--- config.mk ---
export PLATFORM = sky130hd
export DESIGN_NAME = vram_write_buffer
export DESIGN_NICKNAME = d
export VERILOG_FILES = /design/src/rtl/vram_write_buffer.sv
export SDC_FILE = /design/constraint.sdc
export NUM_CORES = 1
export LEC_CHECK = 0
export CORE_MARGIN = 4
export CORE_UTILIZATION = 50
export CTS_CLUSTER_DIAMETER = 80
export CTS_CLUSTER_SIZE = 25
export DETAILED_ROUTE_END_ITERATION = 16
export PLACE_DENSITY = 0.65
export RECOVER_POWER = 25
export SETUP_SLACK_MARGIN = 0.15
export SYNTH_ARGS = -nofsm -noshare
export SYNTH_HDL_FRONTEND = slang
export SYNTH_SLANG_ARGS = --single-unit
--- constraint.sdc ---
create_clock -name clk_12_5875 -period 4.12 [get_ports clk_12_5875]
set_clock_uncertainty 0.05 [all_clocks]
set_input_delay 1.03 -clock clk_12_5875 [delete_from_list [all_inputs] [get_ports clk_12_5875]]
set_output_delay 1.03 -clock clk_12_5875 [all_outputs]
set_load 0.005 [all_outputs]
--- src/rtl/vram_write_buffer.sv ---
// vram_write_buffer: buffers CPU byte writes to VRAM in a small FIFO and
// replays them on the GPU write port while the GPU permits VRAM access.
// A CPU write is taken on the rising edge of cpu_cs only, so a held select
// pushes once. Entries drain one per cycle, in order, while vblank is high.
// Build option: define VRAM_WB_ANYTIME_EN to ignore vblank and drain
// whenever the FIFO holds data.
module vram_write_buffer #(
  parameter int ADDR_WIDTH = 14,
  parameter int DEPTH      = 16
) (
  input  logic                  clk_12_5875,
  input  logic                  rst,
  input  logic [7:0]            cpu_data,
  input  logic [ADDR_WIDTH-1:0] cpu_address,
  input  logic                  cpu_cs,
  input  logic                  vblank,
  output logic [7:0]            vram_data,
  output logic [ADDR_WIDTH-1:0] vram_address,
  output logic                  vram_we,
  output logic                  full,
  output logic                  empty,
  output logic                  overflow
);

  localparam int PW = $clog2(DEPTH);
  localparam int EW = ADDR_WIDTH + 8;

  typedef enum logic {IDLE, DRAIN} state_t;

  state_t          state;
  logic [PW:0]     wr_ptr;
  logic [PW:0]     rd_ptr;
  logic [PW:0]     rd_ptr_nxt;
  logic [EW-1:0]   mem [DEPTH];
  logic [EW-1:0]   head_p0;
  logic            cs_d;
  logic            vblank_eff;
  logic            capture_p0;
  logic            pop_p0;
  logic            push_p0;
  logic            last_pop_p0;

  logic            we_p1;
  logic [ADDR_WIDTH-1:0] addr_p1;
  logic [7:0]      data_p1;

`ifdef VRAM_WB_ANYTIME_EN
  assign vblank_eff = 1'b1;
`else
  assign vblank_eff = vblank;
`endif

  // Pointers carry an extra wrap bit: equal pointers mean empty, equal
  // index with differing wrap bits means full.
  assign empty = (wr_ptr == rd_ptr);
  assign full  = (wr_ptr[PW] != rd_ptr[PW]) && (wr_ptr[PW-1:0] == rd_ptr[PW-1:0]);

  // Stage p0: capture, pop and push decisions for this edge.
  assign capture_p0  = cpu_cs & ~cs_d;
  assign pop_p0      = (state == DRAIN) && vblank_eff && !empty;
  assign push_p0     = capture_p0 && (!full || pop_p0);
  assign rd_ptr_nxt  = rd_ptr + (PW+1)'(1);
  assign last_pop_p0 = pop_p0 && !push_p0 && (rd_ptr_nxt == wr_ptr);
  assign head_p0     = mem[rd_ptr[PW-1:0]];

  // FIFO storage: data only, validity is tracked by the pointers.
  always_ff @(posedge clk_12_5875) begin
    if (push_p0) mem[wr_ptr[PW-1:0]] <= {cpu_address, cpu_data};
  end

  // Control: cs edge history, pointers, sticky overflow and drain FSM.
  always_ff @(posedge clk_12_5875 or negedge rst) begin
    if (!rst) begin
      cs_d     <= 1'b0;
      wr_ptr   <= '0;
      rd_ptr   <= '0;
      overflow <= 1'b0;
      state    <= IDLE;
      we_p1    <= 1'b0;
    end else begin
      cs_d  <= cpu_cs;
      we_p1 <= pop_p0;
      if (push_p0) wr_ptr <= wr_ptr + (PW+1)'(1);
      if (pop_p0) rd_ptr <= rd_ptr_nxt;
      if (capture_p0 && full && !pop_p0) overflow <= 1'b1;
      case (state)
        IDLE:    if (vblank_eff && !empty) state <= DRAIN;
        DRAIN:   if (!vblank_eff || empty || last_pop_p0) state <= IDLE;
        default: state <= IDLE;
      endcase
    end
  end

  // Stage p1: write port address/data, held between strobes.
  always_ff @(posedge clk_12_5875 or negedge rst) begin
    if (!rst) begin
      addr_p1 <= '0;
      data_p1 <= '0;
    end else if (pop_p0) begin
      addr_p1 <= head_p0[EW-1:8];
      data_p1 <= head_p0[7:0];
    end
  end

  assign vram_we      = we_p1;
  assign vram_address = addr_p1;
  assign vram_data    = data_p1;

endmodule

==> After elaboration in Yosys (flattened, before gate mapping) <==
Memories as Yosys holds them, arrays and structs flattened. A register that Yosys moved wholly into a read port is not among the register bits.
Cells that the tools add are included.
W data, S select, Z words.
{ "totals": {"mem_bits_rw": 352, "out_inout_bits": 26, "memories": 1, "in_bits": 26, "regBits": 14} }
{ "memory_table": {"columns": ["name", "depth", "width", "read_ports", "rd_ports_with_merged_regs", "write_ports", "line", "text"], "rows": [
  ["mem", 16, 22, 1, 1, 1, "34", "logic [EW-1:0] mem [DEPTH];"]
]} }
{ "op_classes": {"bitwise": 3, "n_mux": 5, "add_sub_neg": 2, "n_eq_ne": 4, "reduce_logical": 18} }
{ "ops": {"columns": ["cell", "count"], "rows": [
  ["$add A5 B1 Y5 const B", 2],
  ["$eq A5 B5 Y1", 2],
  ["$logic_and A1 B1 Y1", 9],
  ["$logic_not A1 Y1", 6],
  ["$eq A4 B4 Y1", 1],
  ["$mux W1", 4],
  ["$logic_or A1 B1 Y1", 3],
  ["$not A1 Y1", 2],
  ["$pmux W1 S2", 1],
  ["$and A1 B1 Y1", 1],
  ["$ne A1 B1 Y1", 1]
]} }

==> Longest topological paths before layout <==
{ "depth": {"ltp_word": 11, "ltp_mapped": 8, "depth_no_buf": 6} }

==> Worst setup path before layout <==
Ideal clock, no wire load.
{ "synth_path": {"kind": "input to register", "from": "input vblank", "to": "memory mem[11][0] in the netlist's numbering, enable pin", "setup_ps": 381, "setup_slack_ps": 1509, "stages": 4, "t_arrival_ps": 2180, "cell_sequence": "nand2_1 a31oi_4 buf_2 and3_1"} }
{ "synth_via": {"elab_chain_cells": 6} }
{ "synth_lines": {"columns": ["item", "line", "text"], "rows": [
  ["from (decl)", "16", "input logic vblank,"],
  ["$logic_and A1 B1 Y1 (2 in a row)", "60", "assign pop_p0 = (state == DRAIN) && vblank_eff && !empty;"],
  ["$logic_or A1 B1 Y1", "61", "assign push_p0 = capture_p0 && (!full || pop_p0);"],
  ["$logic_and A1 B1 Y1", "61", null],
  ["$mux W1", "68", "if (push_p0) mem[wr_ptr[PW-1:0]] <= {cpu_address, cpu_data};"],
  ["$mux W1 (implied by the code)", "68", null],
  ["to (decl)", "34", null]
]} }
Every way passes these cells.

==> Final worst setup path <==
{ "layout_path": {"from": "register rd_ptr[1]", "to": "output empty"} }
{ "layout_via": {"elab_chain_cells": 1} }
{ "layout_lines": {"columns": ["item", "line", "text"], "rows": [
  ["from (decl)", "32", "logic [PW:0] rd_ptr;"],
  ["from (signal assigned)", "84", "if (pop_p0) rd_ptr <= rd_ptr_nxt;"],
  ["$eq A5 B5 Y1", "55", "assign empty = (wr_ptr == rd_ptr);"],
  ["to (decl)", "21", "output logic empty,"]
]} }
Every way passes these cells.

==> results.toml <==
[run_status]
status = "finished, violations left"
violations = "capacitance limit, slew limit"

[logic_synthesis]
syn-instance-count = 850
netlist_area_um2 = 15100
synth-seq-cells = 388
synth_ff_type = "edfxtp_1"
synth_edf_count = 352
async_flop_share = 0.0928
synth_warnings = 0
yosysSeqAreaShare = 0.759
syn_area_per_cell_um2 = 17.8
synth_fp_nets = 881
ys_types = 40

[clock_network]
path_clk_slew_ns = 0.09
cts_hold_buf = 0
cts_tree = "yes"
cts_buffer_depth = 3
cts_setup_buffers = 0
cts.sinks = 388
cts.htree.levels = 1
clk_latency_ns = 0.54
numCtsBuffers = 19
post_cts_resized = 0
cts-root-buf = "clkbuf_16"

[routing]
drt_iter0_markers = 775
wl_met1_um = 13200
top_layer_used = "met4"
firstDrtPassIters = 5
wl_per_cell_um = 25.6
post_drt_via_cell_ratio = 5.88
wl_met2_um = 17400
num_vias = 7701
drc = 0
drt-total-wl_um = 33500
dr_wl_met3_um = 1900
ant_nets = 0

[timing]
slew_headroom = -0.627
min_period_over_period = 0.848
grt_setup_unrepaired = "false"
hold_viol = 0
setup_viol = 0
drv_slew = 37
max_freq_mhz = 286
tightest_slew_ns = 2.44
final.setup.tns_ns = 0
fin_crit_ns = 3.49

[setup_path]
cp.arrival_ns = 2.41
r2r_slack_ns = 1.30
path_cells = "xnor2_1, and4_1, nand2_1, inv_1, clkdlybuf4s50_1"
crit_start = "rd_ptr[1]"
worstSetupPathType = "reg -> out"
reg2reg_to = "vram_address[7]"
crit_path_start_kind = "flip-flop"
crit_path_end_kind = "output pin"
r2r_start = "rd_ptr[0]"
crit_end = "empty"
slowest_stage = "dfrtp_4"
worst_r2r_path_depth = 7
critPathRequiredTime_ns = 3.04
max_stage_delay_ns = 0.64
worstPathMaxFanout = 22

[final_layout]
nFillCells = 2255
syn2layout_area_growth_pct = 10.3
finish.utilization = 0.561
nets = 937
diodes = 0
drive_gt1_frac = 0.120
layout.cells.non_filler = 1309

[floorplanning]
ios = 52
die_x_um = 182
die_area_um2 = 33100
rows = 63
die_height_um = 182
core_um2 = 29700
start_util = 0.509

[run]
cap_violations = 1

[global_routing]
antenna_found_initial = 0
grt_pass1_wl_um = 49200
grt_max_degree = 59
first_global_vias = 7592
overflow = 0
track_usage = 0.200

[placed_design]
gp_congestion = 0.802
dpl.hpwl_um = 21400
portBuffers = 51
dp_cells = 1275

[min_path]
hold_class = "reg -> reg"

[pwr]
ir_drop_v = 0.000284
power.density_nw_per_um2 = 619
p_leak_nw = 5.55
-- power by group --
group,total [W],switching (W),internal [W],leakage (nW)
combinational,0.00330,0.00191,0.00139,1.69
clock,0.00213,0.00117,0.000961,0.280
sequential,0.00490,0.000259,0.00464,3.58
-- cells in the final DEF, fill, tap and decap left out, types with 9 or more instances in the layout --
master / netlist / layout
and3_1: 15 / 15
o22ai_1: 67 / 67
a211oi_1: 22 / 22
mux4_2: 22 / 22
nor2b_1: 24 / 24
a21oi_1: 23 / 23
nor2_1: 23 / 23
dlygate4sd3_1: 0 / 13
nor3_1: 44 / 44
edfxtp_1: 352 / 352
mux2i_1: 88 / 88
dfrtp_1: 36 / 34
xnor2_1: 12 / 12
buf_4: 9 / 34
clkbuf_16: 0 / 19
clkdlybuf4s50_1: 0 / 37
nand2_1: 9 / 9
mux2_2: 23 / 23
clkbuf_1: 14 / 11
-- routing by layer --
layer / vias to the layer above / global-route usage
met5: - / 0
met4: 0 / 0.0597
met3: 44 / 0.0232
met2: 269 / 0.353
met1: 3917 / 0.262
li1: 3471 / -
-- cell usage after synthesis, types with 9 or more instances --
library cell / number / area share
nor2_1: 23 / 0.0057
clkbuf_1: 14 / 0.0035
mux4_2: 22 / 0.033
nor3_1: 44 / 0.015
dfrtp_1: 36 / 0.060
a211oi_1: 22 / 0.011
edfxtp_1: 352 / 0.70
mux2_2: 23 / 0.017
nor2b_1: 24 / 0.0099
xnor2_1: 12 / 0.0070
a21oi_1: 23 / 0.0076
mux2i_1: 88 / 0.058
buf_2: 22 / 0.0073
and3_1: 15 / 0.0062
o22ai_1: 67 / 0.028
buf_4: 9 / 0.0045
nand2_1: 9 / 0.0022
-- how the worst min path moves through the flow --
stage / startpoint / endpoint / slack (ns) / cells after the start
after global routing: overflow / overflow / 0.48 / 1
after global placement: overflow / overflow / 0.42 / 1
final: overflow / overflow / 0.44 / 1
after detailed placement: overflow / overflow / 0.42 / 1
after floorplan: overflow / overflow / 0.42 / 1
after CTS: overflow / overflow / 0.44 / 1
-- sequential cells by signal (all words and copies together) (netlist names) --
signal / cells
cs_d: 1
mem: 352
overflow: 1
rd_ptr: 5
state: 1
vram_address: 14
vram_data: 8
vram_we: 1
wr_ptr: 5
-- critical path, delay by kind of cell (launching register included) --
| family | cells | cell delay [ns] |
|---|---|---|
| flip-flops | 1 | 0.64 |
| AND/OR/NAND/NOR | 2 | 0.49 |
| XOR/XNOR | 1 | 0.19 |
| buffers and inverters | 2 | 0.57 |
-- logic make-up (layout without fill, tap and decap cells) --
family	count (synthesis)	count (layout)	share of synthesized area
and+or+nand+nor	134	134	0.0478
muxes	133	133	0.108
xor gates and xnor gates	17	17	0.0103
adders and majority gates	5	5	0.00414
AOI/OAI and AO/OA	119	119	0.0509
DFF	388	388	0.759
buffers and inverters	54	123	0.0199
-- cell type report --
cell class	count	area, µm²	area share
multi-input cells	408	3340	0.200
clock inverters	4	48.8	0.00293
flip-flops and latches	388	11500	0.688
inverters	3	11.3	0.000675
clock buffers	30	527	0.0316
well taps	390	488	0.0293
repair buffers	86	779	0.0467
-- stage by stage --
step           setup slack (ns)  area, µm²  total power [W]  hold WS (ns)
4_1_cts                   0.689      16700           0.0104         0.443
3_5_place_dp              0.860      16100          0.00834         0.419
5_1_grt                   0.458      16700           0.0108         0.478
6_report                  0.627      16700           0.0103         0.440
2_1_floorplan              1.51      15100          0.00715         0.418
3_3_place_gp              0.877      16100          0.00830         0.421
Power figures use the tool's default switching activity.
